[src/rtl/decode_stage_if.sv]
// Fetch-to-execute bus of the decode stage.
// The raw instruction goes in on one side and the decoded entry comes out on the other.
interface decode_stage_if #(
  parameter int XLEN = 32
);
  logic            in_valid;
  logic            in_ready;
  logic [31:0]     in_instr;
  logic [XLEN-1:0] in_pc;

  logic            out_valid;
  logic            out_ready;
  logic [2:0]      out_kind;
  logic [3:0]      out_func;
  logic [4:0]      out_rd;
  logic [4:0]      out_rs1;
  logic [4:0]      out_rs2;
  logic [XLEN-1:0] out_imm;
  logic [XLEN-1:0] out_pc;
  logic [31:0]     out_instr;
  logic            out_illegal;

  modport master (
    output in_valid, in_instr, in_pc, out_ready,
    input  in_ready, out_valid, out_kind, out_func, out_rd, out_rs1, out_rs2,
           out_imm, out_pc, out_instr, out_illegal
  );

  modport slave (
    input  in_valid, in_instr, in_pc, out_ready,
    output in_ready, out_valid, out_kind, out_func, out_rd, out_rs1, out_rs2,
           out_imm, out_pc, out_instr, out_illegal
  );
endinterface

[src/rtl/decode_stage.sv]
// Registered RV32I/RV64I integer decoder (OP_IMM, OP, LUI, AUIPC) between fetch and execute.
// Uses an output register plus a skid register so that in_ready comes only from registered state.
module decode_stage #(
  parameter int XLEN      = 32,
  parameter int ENABLE_OP = 1
) (
  input  logic         clk,
  input  logic         rst_n,
  input  logic         flush,
  decode_stage_if.slave bus
);

  localparam int SHW = (XLEN == 64) ? 6 : 5;
  localparam int HIW = 12 - SHW;
  localparam logic [HIW-1:0] BIT30 = HIW'(1) << (10 - SHW);

  localparam logic [6:0] OPC_OP_IMM = 7'b0010011;
  localparam logic [6:0] OPC_OP     = 7'b0110011;
  localparam logic [6:0] OPC_LUI    = 7'b0110111;
  localparam logic [6:0] OPC_AUIPC  = 7'b0010111;

  typedef enum logic [2:0] {
    K_ILLEGAL = 3'd0,
    K_OP_IMM  = 3'd1,
    K_OP      = 3'd2,
    K_LUI     = 3'd3,
    K_AUIPC   = 3'd4
  } kind_e;

  typedef enum logic [3:0] {
    F_ADD  = 4'd0,
    F_SUB  = 4'd1,
    F_SLT  = 4'd2,
    F_SLTU = 4'd3,
    F_AND  = 4'd4,
    F_OR   = 4'd5,
    F_XOR  = 4'd6,
    F_SLL  = 4'd7,
    F_SRL  = 4'd8,
    F_SRA  = 4'd9
  } func_e;

  typedef enum logic [1:0] {
    EMPTY = 2'd0,
    ONE   = 2'd1,
    TWO   = 2'd2
  } state_t;

  typedef struct packed {
    logic [2:0]      kind;
    logic [3:0]      func;
    logic [4:0]      rd;
    logic [4:0]      rs1;
    logic [4:0]      rs2;
    logic [XLEN-1:0] imm;
    logic [XLEN-1:0] pc;
    logic [31:0]     instr;
  } entry_t;

  state_t          state, next_state;
  entry_t          out_q, skid_q, dec;
  logic            load_out, load_out_from_skid, load_skid;
  logic            accept;

  logic [6:0]      opcode;
  logic [2:0]      funct3;
  logic [6:0]      funct7;
  logic [HIW-1:0]  shift_hi;
  logic [XLEN-1:0] shamt;
  logic            dec_legal;
  kind_e           dec_kind;
  func_e           dec_func;
  logic [4:0]      dec_rd, dec_rs1, dec_rs2;
  logic [XLEN-1:0] dec_imm;

  // Decode straight off the input so both buffer registers only ever hold decoded entries.
  always_comb begin
    opcode    = bus.in_instr[6:0];
    funct3    = bus.in_instr[14:12];
    funct7    = bus.in_instr[31:25];
    shift_hi  = bus.in_instr[31:20+SHW];
    shamt     = XLEN'(bus.in_instr[20 +: SHW]);
    dec_legal = 1'b0;
    dec_kind  = K_ILLEGAL;
    dec_func  = F_ADD;
    dec_rd    = bus.in_instr[11:7];
    dec_rs1   = '0;
    dec_rs2   = '0;
    dec_imm   = '0;
    case (opcode)
      OPC_OP_IMM: begin
        dec_legal = 1'b1;
        dec_kind  = K_OP_IMM;
        dec_rs1   = bus.in_instr[19:15];
        dec_imm   = XLEN'($signed(bus.in_instr[31:20]));
        case (funct3)
          3'b000: dec_func = F_ADD;
          3'b010: dec_func = F_SLT;
          3'b011: dec_func = F_SLTU;
          3'b111: dec_func = F_AND;
          3'b110: dec_func = F_OR;
          3'b100: dec_func = F_XOR;
          3'b001: begin
            dec_func  = F_SLL;
            dec_imm   = shamt;
            dec_legal = (shift_hi == '0);
          end
          default: begin
            dec_func  = bus.in_instr[30] ? F_SRA : F_SRL;
            dec_imm   = shamt;
            dec_legal = ((shift_hi & ~BIT30) == '0);
          end
        endcase
      end
      OPC_OP: begin
        dec_kind = K_OP;
        dec_rs1  = bus.in_instr[19:15];
        dec_rs2  = bus.in_instr[24:20];
        if (ENABLE_OP != 0) begin
          if (funct7 == 7'b0000000) begin
            dec_legal = 1'b1;
            case (funct3)
              3'b000:  dec_func = F_ADD;
              3'b001:  dec_func = F_SLL;
              3'b010:  dec_func = F_SLT;
              3'b011:  dec_func = F_SLTU;
              3'b100:  dec_func = F_XOR;
              3'b101:  dec_func = F_SRL;
              3'b110:  dec_func = F_OR;
              default: dec_func = F_AND;
            endcase
          end else if (funct7 == 7'b0100000) begin
            if (funct3 == 3'b000) begin
              dec_legal = 1'b1;
              dec_func  = F_SUB;
            end else if (funct3 == 3'b101) begin
              dec_legal = 1'b1;
              dec_func  = F_SRA;
            end
          end
        end
      end
      OPC_LUI, OPC_AUIPC: begin
        dec_legal = 1'b1;
        dec_kind  = (opcode == OPC_LUI) ? K_LUI : K_AUIPC;
        dec_imm   = XLEN'($signed({bus.in_instr[31:12], 12'b0}));
      end
      default: dec_legal = 1'b0;
    endcase

    dec       = '0;
    dec.pc    = bus.in_pc;
    dec.instr = bus.in_instr;
    if (dec_legal) begin
      dec.kind = dec_kind;
      dec.func = dec_func;
      dec.rd   = dec_rd;
      dec.rs1  = dec_rs1;
      dec.rs2  = dec_rs2;
      dec.imm  = dec_imm;
    end
  end

  assign accept = bus.in_valid && (state != TWO);

  // Buffer control: the skid register only fills when the output is stalled.
  always_comb begin
    next_state         = state;
    load_out           = 1'b0;
    load_out_from_skid = 1'b0;
    load_skid          = 1'b0;
    case (state)
      EMPTY: begin
        if (accept) begin
          next_state = ONE;
          load_out   = 1'b1;
        end
      end
      ONE: begin
        if (accept && bus.out_ready) begin
          load_out = 1'b1;
        end else if (accept) begin
          load_skid  = 1'b1;
          next_state = TWO;
        end else if (bus.out_ready) begin
          next_state = EMPTY;
        end
      end
      TWO: begin
        if (bus.out_ready) begin
          load_out_from_skid = 1'b1;
          next_state         = ONE;
        end
      end
      default: next_state = EMPTY;
    endcase
    if (flush) begin
      next_state         = EMPTY;
      load_out           = 1'b0;
      load_out_from_skid = 1'b0;
      load_skid          = 1'b0;
    end
  end

  always_ff @(posedge clk or negedge rst_n) begin
    if (!rst_n) begin
      state <= EMPTY;
    end else begin
      state <= next_state;
    end
  end

  always_ff @(posedge clk or negedge rst_n) begin
    if (!rst_n) begin
      out_q  <= '0;
      skid_q <= '0;
    end else begin
      if (load_out) begin
        out_q <= dec;
      end else if (load_out_from_skid) begin
        out_q <= skid_q;
      end
      if (load_skid) begin
        skid_q <= dec;
      end
    end
  end

  assign bus.in_ready    = (state != TWO);
  assign bus.out_valid   = (state != EMPTY);
  assign bus.out_kind    = out_q.kind;
  assign bus.out_func    = out_q.func;
  assign bus.out_rd      = out_q.rd;
  assign bus.out_rs1     = out_q.rs1;
  assign bus.out_rs2     = out_q.rs2;
  assign bus.out_imm     = out_q.imm;
  assign bus.out_pc      = out_q.pc;
  assign bus.out_instr   = out_q.instr;
  assign bus.out_illegal = (out_q.kind == K_ILLEGAL);

endmodule

[src/flat_wrapper.sv]
// flat-port wrapper written by rule: the top's interface ports become plain ports
module decode_stage_flat 
#(
  parameter int XLEN      = 32,
  parameter int ENABLE_OP = 1
)
  (clk, rst_n, flush, bus_in_valid, bus_in_instr, bus_in_pc, bus_out_ready, bus_in_ready, bus_out_valid, bus_out_kind, bus_out_func, bus_out_rd, bus_out_rs1, bus_out_rs2, bus_out_imm, bus_out_pc, bus_out_instr, bus_out_illegal);
  decode_stage_if #(.XLEN(XLEN)) bus_i ();
  input  logic clk;
  input  logic rst_n;
  input  logic flush;
  input wire logic [$bits(bus_i.in_valid)-1:0] bus_in_valid;
  input wire logic [$bits(bus_i.in_instr)-1:0] bus_in_instr;
  input wire logic [$bits(bus_i.in_pc)-1:0] bus_in_pc;
  input wire logic [$bits(bus_i.out_ready)-1:0] bus_out_ready;
  output wire logic [$bits(bus_i.in_ready)-1:0] bus_in_ready;
  output wire logic [$bits(bus_i.out_valid)-1:0] bus_out_valid;
  output wire logic [$bits(bus_i.out_kind)-1:0] bus_out_kind;
  output wire logic [$bits(bus_i.out_func)-1:0] bus_out_func;
  output wire logic [$bits(bus_i.out_rd)-1:0] bus_out_rd;
  output wire logic [$bits(bus_i.out_rs1)-1:0] bus_out_rs1;
  output wire logic [$bits(bus_i.out_rs2)-1:0] bus_out_rs2;
  output wire logic [$bits(bus_i.out_imm)-1:0] bus_out_imm;
  output wire logic [$bits(bus_i.out_pc)-1:0] bus_out_pc;
  output wire logic [$bits(bus_i.out_instr)-1:0] bus_out_instr;
  output wire logic [$bits(bus_i.out_illegal)-1:0] bus_out_illegal;
  assign bus_i.in_valid = bus_in_valid;
  assign bus_i.in_instr = bus_in_instr;
  assign bus_i.in_pc = bus_in_pc;
  assign bus_i.out_ready = bus_out_ready;
  assign bus_in_ready = bus_i.in_ready;
  assign bus_out_valid = bus_i.out_valid;
  assign bus_out_kind = bus_i.out_kind;
  assign bus_out_func = bus_i.out_func;
  assign bus_out_rd = bus_i.out_rd;
  assign bus_out_rs1 = bus_i.out_rs1;
  assign bus_out_rs2 = bus_i.out_rs2;
  assign bus_out_imm = bus_i.out_imm;
  assign bus_out_pc = bus_i.out_pc;
  assign bus_out_instr = bus_i.out_instr;
  assign bus_out_illegal = bus_i.out_illegal;
  decode_stage #(.XLEN(XLEN), .ENABLE_OP(ENABLE_OP)) u_core (.clk(clk), .rst_n(rst_n), .flush(flush), .bus(bus_i));
endmodule
[config.mk]
export PLATFORM = sky130hd
export DESIGN_NAME = decode_stage_flat
export DESIGN_NICKNAME = d
export VERILOG_FILES = /design/src/rtl/decode_stage_if.sv /design/src/rtl/decode_stage.sv /design/src/flat_wrapper.sv
export SDC_FILE = /design/constraint.sdc
export NUM_CORES = 1
export LEC_CHECK = 0
export ABC_AREA = 1
export CAP_MARGIN = 20
export CORE_UTILIZATION = 25
export DETAILED_ROUTE_END_ITERATION = 8
export PLACE_DENSITY = 0.52
export SYNTH_ARGS = -nofsm -noshare
export SYNTH_HDL_FRONTEND = slang
export SYNTH_SLANG_ARGS = --single-unit
export TNS_END_PERCENT = 50
[constraint.sdc]
create_clock -name clk -period 1.5 [get_ports clk]
set_input_delay 0.375 -clock clk [delete_from_list [all_inputs] [get_ports clk]]
set_output_delay 0.375 -clock clk [all_outputs]
set_load 0.03 [all_outputs]
Yosys cells after proc, flatten, opt, wreduce, memory -nomap -nowiden
Index checks and enable logic that the tools add are counted.
Storage, ports and cells
  output and inout port bits: 121
  logic and storage cells: 89
  input port bits: 69
  bits in registers: 238
Cells by class
  reduce and logical (&&, ||, !) cells: 13
  equal/unequal tests: 19
  multiplexer cells: 40
Operator list (number)
  two-way mux 118 bit: 2
  one-hot mux 32 bit (2 select lines): 1
  one-hot mux 4 bit (7 select lines): 2
  two-way mux 54 bit: 1
  two-way mux 32 bit: 1
  == test 7 x 6 -> 1 bit, second input constant: 3
  two-way mux 4 bit: 4
  == test 7 x 5 -> 1 bit, second input constant: 2
  zero test 7 bit: 2
  two-way mux 1 bit: 14
  == test 3 bit, second input constant: 4
  two-way mux 2 bit: 6
  two-way mux 5 bit: 2
  one-hot mux 3 bit (3 select lines): 1
  one-hot mux 4 bit (2 select lines): 1
  == test 3 x 2 -> 1 bit, second input constant: 2
  zero test 3 bit: 2
  != test 3 bit, second input constant: 2
  one-hot mux 2 bit (3 select lines): 1
  OR reduction 6 bit: 1
  != test 4 x 3 -> 1 bit, second input constant: 1
  one-hot mux 1 bit (2 select lines): 2
  AND reduction 4 bit: 1
  nonzero test 2 bit: 2
  other kinds (10): 12

Longest topological paths before layout
Gate-level depths: netlist of the first run.
  word-level depth: 8
  mapped depth: 10

Worst setup path after synthesis of the first run
Ideal clock, no wire load.
  path kind: register to register
  start point: register u_core.state[0]
  end point: register u_core.out_q, in the netlist u_core.bus.out_imm[3]
  arrival time: 1.589 ns
  slack: -0.222 ns
  stages on the path, launching flop included: 10
  setup time: 0.133 ns
  clock period less this slack: 1.722 ns
  path through: dfrtp_1 -> inv_2 -> nand2_1 -> nor3_4 -> inv_2 -> clkbuf_1 -> nand2_1 -> nand2_1 -> a21oi_1 -> a21oi_1
On the way
  cells in the longest elaborated chain, start to end: 7
  elaborated cells between the ends (all ways): 14
Ends and longest elaborated chain
  start: declaration: RTL line decode_stage.sv:60  | state_t state, next_state;
  start signal: assignment: RTL line decode_stage.sv:209  | state <= next_state;
  != test 2 bit *
  named net bus_in_ready: RTL line flat_wrapper.sv:16  | output wire logic [$bits(bus_i.in_ready)-1:0] bus_in_ready;
  logical AND 1 bit *: RTL line decode_stage.sv:164  | assign accept = bus.in_valid && (state != TWO);
  logical AND 1 bit: RTL line decode_stage.sv:180  | if (accept && bus.out_ready) begin
  two-way mux 1 bit: RTL line decode_stage.sv:180
  one-hot mux 1 bit (2 select lines) *: RTL line decode_stage.sv:172  | case (state)
  two-way mux 1 bit *: RTL line decode_stage.sv:197  | if (flush) begin
  two-way mux 118 bit / nonzero test 2 bit (equally long branches)
  end signal: assignment: RTL line decode_stage.sv:221  | out_q <= skid_q;
  end: declaration: RTL line decode_stage.sv:61  | entry_t out_q, skid_q, dec;
Mark *: on every way through the listed nets, which the timed path passes. The rest lies on a longest branch.
A chain may end at the register's enable or synchronous reset.

Worst setup path after layout of the first run
  start point: register u_core.out_q, in the netlist u_core.bus.out_kind[1]
  end point: output bus_out_illegal
On the way
  cells in the longest elaborated chain, start to end: 1
Ends and longest elaborated chain
  zero test 3 bit: RTL line decode_stage.sv:239  | assign bus.out_illegal = (out_q.kind == K_ILLEGAL);
  end: declaration: RTL line flat_wrapper.sv:26  | output wire logic [$bits(bus_i.out_illegal)-1:0] bus_out_illegal;
No other way between the ends.

==> qor.yml, run 1 <==
power:
  power_density_mw_per_mm2: 1440
  total_leakage_power_nw: 8.76
  ir_worst_vdd_v: 0.000804
  total_power_w: 0.0268
finish:
  layout-drive-gt1-share_pct: 45.1
  num-fill-cells: 3847
  fin_area_mm2: 0.0186
  area_growth_pct: 80.1
  final_nets: 1654
yosys:
  synth_cell_types: 31
  ys_ff_latch: 238
  yosysWarnings: 0
  synth_area_leaders: "dfrtp_1 58%, nand2_1 15%, o21ai_0 6.3%"
  synth_nets: 1287
  syn_area_mm2: 0.0103
  synth_top_area_cell: "dfrtp_1"
  ys_seq_area_share_pct: 57.6
  syn_avg_cell_area_um2: 8.49
  synth_cells: 1218
  synth_top_area_share_pct: 57.6
setup_path:
  timing.rr.start: "u_core.state[1]$_DFFE_PN0P_"
  path_max_fanout: 2
  r2r-end: "u_core.skid_q[37]$_DFFE_PN0P_"
  rr_worst_depth: 12
  critPathMaxStageDelay_ps: 420
  crit_start: "u_core.bus.out_kind[1]$_DFFE_PN0P_"
  worstPathCellList: "nor3_4, buf_12"
  crit_required_ps: 1120
  criticalPathCategory: "reg2out"
  crit_arrival_ps: 1420
  slowest_stage: "dfrtp_1"
  r2r_setup_slack_ps: -290
  crit_path_end_kind: "primary output"
  critPathCapture: "bus_out_illegal"
  cp-start-kind: "register"
grt:
  grt_pass1_vias: 9982
  grt_max_degree: 49
  grt_pass1_wl_um: 59600
  antenna_found_initial: 3
  grt_use_total_pct: 18.6
  overflow: 0
clock_tree:
  worstSkewPairLatency_ps: 570
  numCtsBuffers: 28
  clkTransAtPathRegs_ps: 60
  cts_tree: "done"
  root_buffer: "clkbuf_16"
  htree_levels: 1
  clockBufferDepth: 3
  clock_sinks: 238
detailed_routing:
  final_antenna_net_count: 0
  met2_length_um: 19100
  dr_wl_met3_um: 2020
  wl_met1_um: 18300
  wl_per_cell_um: 18.9
  vias: 9974
  via_per_inst: 4.66
  drtIter0Drc: 602
  first_pass_iters: 5
  wirelength_um: 40400
  highest_layer: "met5"
  drc: 0
floorplanning:
  core-area_mm2: 0.0408
  dieHeight_um: 205
  die_x_um: 205
  start_util_pct: 25.3
  ios: 190
  die-area_mm2: 0.0422
  rows: 74
timing:
  final-hold-violation-count: 0
  fin_skew_ps: 20.7
  timing.final.ws_setup_ps: -291
  fin_crit_sh_pct: 119
  rsz0062_at_grt: "yes"
  period_minus_slack_ps: 1790
  fmax_mhz: 558
  setup_viol: 301
  slew_headroom_pct: 65.4
  hold-worst-slack_ps: 277
  worst_pin_slew_ps: 513
  slew_violations: 0
status:
  violations: "setup timing"
  status: "finished, violations left"
placement:
  dpl.hpwl_um: 22700
  io_buffer_count: 189
  placed_area_mm2: 0.0142
  gp_congestion: 0.819
job:
  max-cap-violations: 0
worst_hold_path:
  min_path_type: "in2async"
[flip-flops by register name (all words and copies together), names as in the netlist]
signal	flops
u_core.bus.out_rs2	5
u_core.bus.out_pc	32
u_core.state	2
u_core.bus.out_rs1	5
u_core.bus.out_instr	32
u_core.bus.out_func	4
u_core.skid_q	118
u_core.bus.out_kind	3
u_core.bus.out_imm	32
u_core.bus.out_rd	5
[worst min path at each step]
| stage | startpoint | endpoint | slack [ps] | depth (start not counted) |
|---|---|---|---|---|
| after global placement | rst_n | u_core.bus.out_instr[22]$_DFFE_PN0P_ | 290 | 1 |
| final | rst_n | u_core.skid_q[22]$_DFFE_PN0P_ | 280 | 2 |
| after global routing | bus_in_instr[6] | u_core.skid_q[6]$_DFFE_PN0P_ | 270 | 3 |
| after floorplan | rst_n | u_core.bus.out_func[0]$_DFFE_PN0P_ | 80 | 0 |
| after CTS | bus_in_instr[6] | u_core.skid_q[6]$_DFFE_PN0P_ | 260 | 3 |
| after detailed placement | rst_n | u_core.bus.out_instr[22]$_DFFE_PN0P_ | 280 | 1 |
[final cells by class]
| cell class | count | area, µm² | area share, % |
|---|---|---|---|
| flip-flops and latches | 238 | 5980 | 32.1 |
| clock inverters | 6 | 66.3 | 0.356 |
| repair inverters | 4 | 100 | 0.538 |
| inverters | 114 | 482 | 2.59 |
| diodes | 2 | 5.00 | 0.0269 |
| clock buffers | 45 | 805 | 4.32 |
| multi-input cells | 793 | 4930 | 26.5 |
| repair buffers | 406 | 5580 | 30.0 |
| well taps | 532 | 666 | 3.57 |
[stage by stage]
step           setup WS (ps)  setup TNS (ps)  std cells  util, %
2_1_floorplan          -41.6           -1280       1218        -
3_3_place_gp            -793         -132930       1980     34.8
3_5_place_dp            -780         -136540       1980     34.8
4_1_cts                 -322          -41390       2124     43.0
5_1_grt                 -365          -72560       2139     45.6
6_report                -291          -53790       2140     45.6
[synth_stat cells, drive strengths merged]
cell	instances
a22oi	5
a21oi	43
o211ai	62
nand4	1
and2	1
nor2	51
dfrtp	238
xor2	1
buf	48
o21ai	137
a211oi	1
clkbuf	25
nand3	58
o22ai	4
nor3	2
o31ai	1
nand2	423
o21bai	1
inv	114
nand3b	1
a22o	1
[critical path: cells and delay by family (launching register included)]
kind	cells	cell delay, ps
simple gates	1	280
buf+inv	1	160
flops	1	420
[kinds of logic (layout without fill, tap and decap cells)]
kind of cell | count (synthesis) | after routing | synth area share (%)
buf+inv | 187 | 575 | 7.50
flops | 238 | 238 | 57.6
xor+xnor | 1 | 1 | 0.0847
other cells | 0 | 2 | 0
compound gates | 255 | 255 | 14.1
simple gates | 537 | 537 | 20.7
[repair_timing]
action                                  4_1_cts  5_1_grt
resized for setup                           853      306
setup buffers                                57       16
hold buffers                                  1        0
cloned                                       39       11
endpoints found under the setup margin      349      349
pin swaps                                    35       32
hold endpoints to repair                     25        0
[power breakdown]
part | internal [W] | total, W | leakage, nW | switching, W
registers | 0.00825 | 0.0100 | 3.01 | 0.00176
logic | 0.00524 | 0.0102 | 5.32 | 0.00492
clock network | 0.00382 | 0.00661 | 0.426 | 0.00278
[cell usage in the layout (no fill, tap or decap), drive strengths merged]
cell / n
nand2: 423
buf: 324
dfrtp: 238
o21ai: 137
inv: 114
o211ai: 62
clkdlybuf4s50: 58
nand3: 58
clkbuf: 55
nor2: 51
a21oi: 43
dlygate4sd2: 9
clkinv: 8
a22oi: 5
o22ai: 4
bufbuf: 3
diode: 2
nor3: 2
nand3b: 1
clkinvlp: 1
xor2: 1
and2: 1
nand4: 1
a22o: 1
o31ai: 1
a211oi: 1
o21bai: 1
bufinv: 1
dlygate4sd3: 1
clkdlybuf4s15: 1
[metal layers]
metal / GRT usage (%) / up-vias
li1: - / 4700
met1: 25.6 / 4988
met2: 29.7 / 226
met3: 3.39 / 58
met4: 5.32 / 2
met5: 0 / -
(Power assumes the default switching activity.)
==> run 2, diff against run 1 <==
--- a/config.mk
+++ b/config.mk
@@ -10,6 +10,7 @@
 export CORE_UTILIZATION = 25
 export DETAILED_ROUTE_END_ITERATION = 8
 export PLACE_DENSITY = 0.52
+export SKIP_LAST_GASP = 1
 export SYNTH_ARGS = -nofsm -noshare
 export SYNTH_HDL_FRONTEND = slang
 export SYNTH_SLANG_ARGS = --single-unit
==> constraint.sdc (replaced) <==
create_clock -name clk -period 1.5 [get_ports clk]
set_input_delay 0.375 -clock clk [delete_from_list [all_inputs] [get_ports clk]]
set_output_delay 0.375 -clock clk [all_outputs]
set_load 0.005 [all_outputs]
==> run 2 against run 1 <==
Net effect: the run still ends with setup timing left; core utilization decreased by 6.4 points; worst setup slack improved by 37 ps; global-route usage decreased by 1.6 points; clock skew decreased by 13 ps; count of clock-buffer cells in the layout decreased by 1; non-clock buffer count decreased by 27; critical path type is now reg2reg; highest routed layer is now met4.
==> qor.yml, run 2 (same netlist as run 1, synthesis figures left out) <==
timing:
  timing.final.ws_setup_ps: -254
  fin_crit_sh_pct: 117
  slew_violations: 0
  setup_viol: 243
  worst_pin_slew_ps: 410
  period_minus_slack_ps: 1750
  fmax_mhz: 570
  fin_tns_setup_ps: -37400
  fin_skew_ps: 8.06
  hold-worst-slack_ps: 257
  rsz0062_at_grt: "yes"
  final-hold-violation-count: 0
  slew_headroom_pct: 72.7
power:
  power.switching_w: 0.00656
  switching_share_pct: 30.0
  seqPwrFrac_pct: 42.6
  power_density_mw_per_mm2: 1370
  total_leakage_power_nw: 8.01
  ir_worst_vdd_v: 0.000632
  pwr-share-clk_pct: 31.8
  p_comb_share_pct: 25.6
  power.internal_w: 0.0153
placement:
  gp_congestion: 0.805
  io_buffer_count: 189
  dpl.hpwl_um: 23000
grt:
  overflow: 0
  grt_pass1_wl_um: 54800
  grt_use_total_pct: 17.0
  grt_max_degree: 40
  antenna_found_initial: 1
  grt_pass1_vias: 9428
setup_path:
  criticalPathCategory: "reg2reg"
  crit_path_end_kind: "register"
  path_max_fanout: 15
  crit_required_ps: 1920
  crit_arrival_ps: 2180
  cp-start-kind: "register"
clock_tree:
  root_buffer: "clkbuf_16"
  clock_sinks: 238
  numCtsBuffers: 28
  htree_levels: 1
  clkTransAtPathRegs_ps: 60
  cts_tree: "done"
  worstSkewPairLatency_ps: 550
  clockBufferDepth: 3
detailed_routing:
  drc: 0
  drtIter0Drc: 604
  wl_per_cell_um: 17.6
  vias: 9719
  final_antenna_net_count: 0
  first_pass_iters: 5
  via_per_inst: 4.60
  wirelength_um: 37200
finish:
  mostFrequentLayoutCell: "nand2_1"
  largest_register_ffs: 118
  top_register: "u_core.skid_q"
  layout-drive-gt1-share_pct: 28.6
  final_nets: 1627
  final_cell_mix: "388 x nand2_1, 237 x dfrtp_1, 116 x buf_2"
  area_growth_pct: 54.8
  num-fill-cells: 4098
floorplanning:
  start_util_pct: 25.3
  die-area_mm2: 0.0422
  dieHeight_um: 205
  core-area_mm2: 0.0408
  die_x_um: 205
  rows: 74
  ios: 190
worst_hold_path:
  min_path_type: "in2reg"
status:
  violations: "setup timing"
  status: "finished, violations left"
job:
  max-cap-violations: 0
-- run 2: worst paths after layout --
path | cells after the start | slack (ps) | startpoint | to
max | 11 | -250 | u_core.state[0]$_DFFE_PN0P_ | u_core.bus.out_pc[22]$_DFFE_PN0P_
min | 3 | 260 | bus_in_instr[1] | u_core.bus.out_instr[1]$_DFFE_PN0P_
max reg2reg | 11 | -250 | u_core.state[0]$_DFFE_PN0P_ | u_core.bus.out_pc[22]$_DFFE_PN0P_
min reg2reg | 2 | 480 | u_core.skid_q[92]$_DFFE_PN0P_ | u_core.skid_q[92]$_DFFE_PN0P_
max in group asynchronous | 3 | 620 | rst_n | u_core.skid_q[1]$_DFFE_PN0P_
min in group asynchronous | 2 | 320 | rst_n | u_core.bus.out_instr[22]$_DFFE_PN0P_
-- run 2: layout make-up --
type	count	area [µm²]	share of cell area, %
sequential	238	5960	37.2
multi-input combinational	793	3960	24.7
timing repair buffer	379	3930	24.5
clock buffer	44	852	5.32
tap	532	666	4.16
inverter	114	463	2.89
timing repair inverter	4	91.3	0.571
clock inverter	7	90.1	0.563
antenna	1	2.50	0.0156
-- run 2: routing by layer --
layer	part of all wire, %	GRT usage (%)
met1	46	23.5
met2	47	27.3
met3	4.8	2.23
met4	2.6	5.37
met5	0	0
-- run 2: metrics by stage --
| stage | instance area (µm²) | cells | setup slack [ps] | util, % | power (W) |
|---|---|---|---|---|---|
| 2_1_floorplan | 10300 | 1218 | 6.59 | - | 0.0113 |
| 3_3_place_gp | 13700 | 1976 | -680 | 33.7 | 0.0147 |
| 3_5_place_dp | 13700 | 1976 | -721 | 33.7 | 0.0149 |
| 4_1_cts | 15300 | 2091 | -271 | 37.5 | 0.0218 |
| 5_1_grt | 16000 | 2112 | -337 | 39.2 | 0.0232 |
| 6_report | 16000 | 2112 | -254 | 39.2 | 0.0219 |
-- run 2: power groups by stage --
stage          Sequential (W)  Combinational, W  Clock, W
6_report              0.00932           0.00561   0.00695
4_1_cts               0.00928           0.00532   0.00717
5_1_grt               0.00953           0.00628   0.00741
3_5_place_dp          0.00940           0.00547         0
3_3_place_gp          0.00937           0.00537         0
2_1_floorplan         0.00918           0.00217         0
-- run 2: critical path, stage by stage (launching register included) --
cell and delay (ps):
dfrtp_1 390, inv_2 100, nand2_4 60, buf_6 110
nor3_4 190, buf_12 170, buf_12 100, nor2_4 40
buf_12 150, buf_12 150, nand2_1 60, o211ai_1 80
-- run 2: what timing repair did --
item,CTS,global route
endpoints found under the hold margin,28,0
pin swaps,13,20
endpoints found under the setup margin,272,266
hold buffers,1,0
gates cloned,20,13
gates resized for setup,569,124
buffers inserted,44,9
==> run 3, diff against run 2 <==
--- a/config.mk
+++ b/config.mk
@@ -8,6 +8,7 @@
 export ABC_AREA = 1
 export CAP_MARGIN = 20
 export CORE_UTILIZATION = 25
+export CTS_CLUSTER_SIZE = 24
 export DETAILED_ROUTE_END_ITERATION = 8
 export PLACE_DENSITY = 0.52
 export SKIP_LAST_GASP = 1
==> results of run 3 <==
The final DEF is identical to that of run 2; final timing and power are the same.
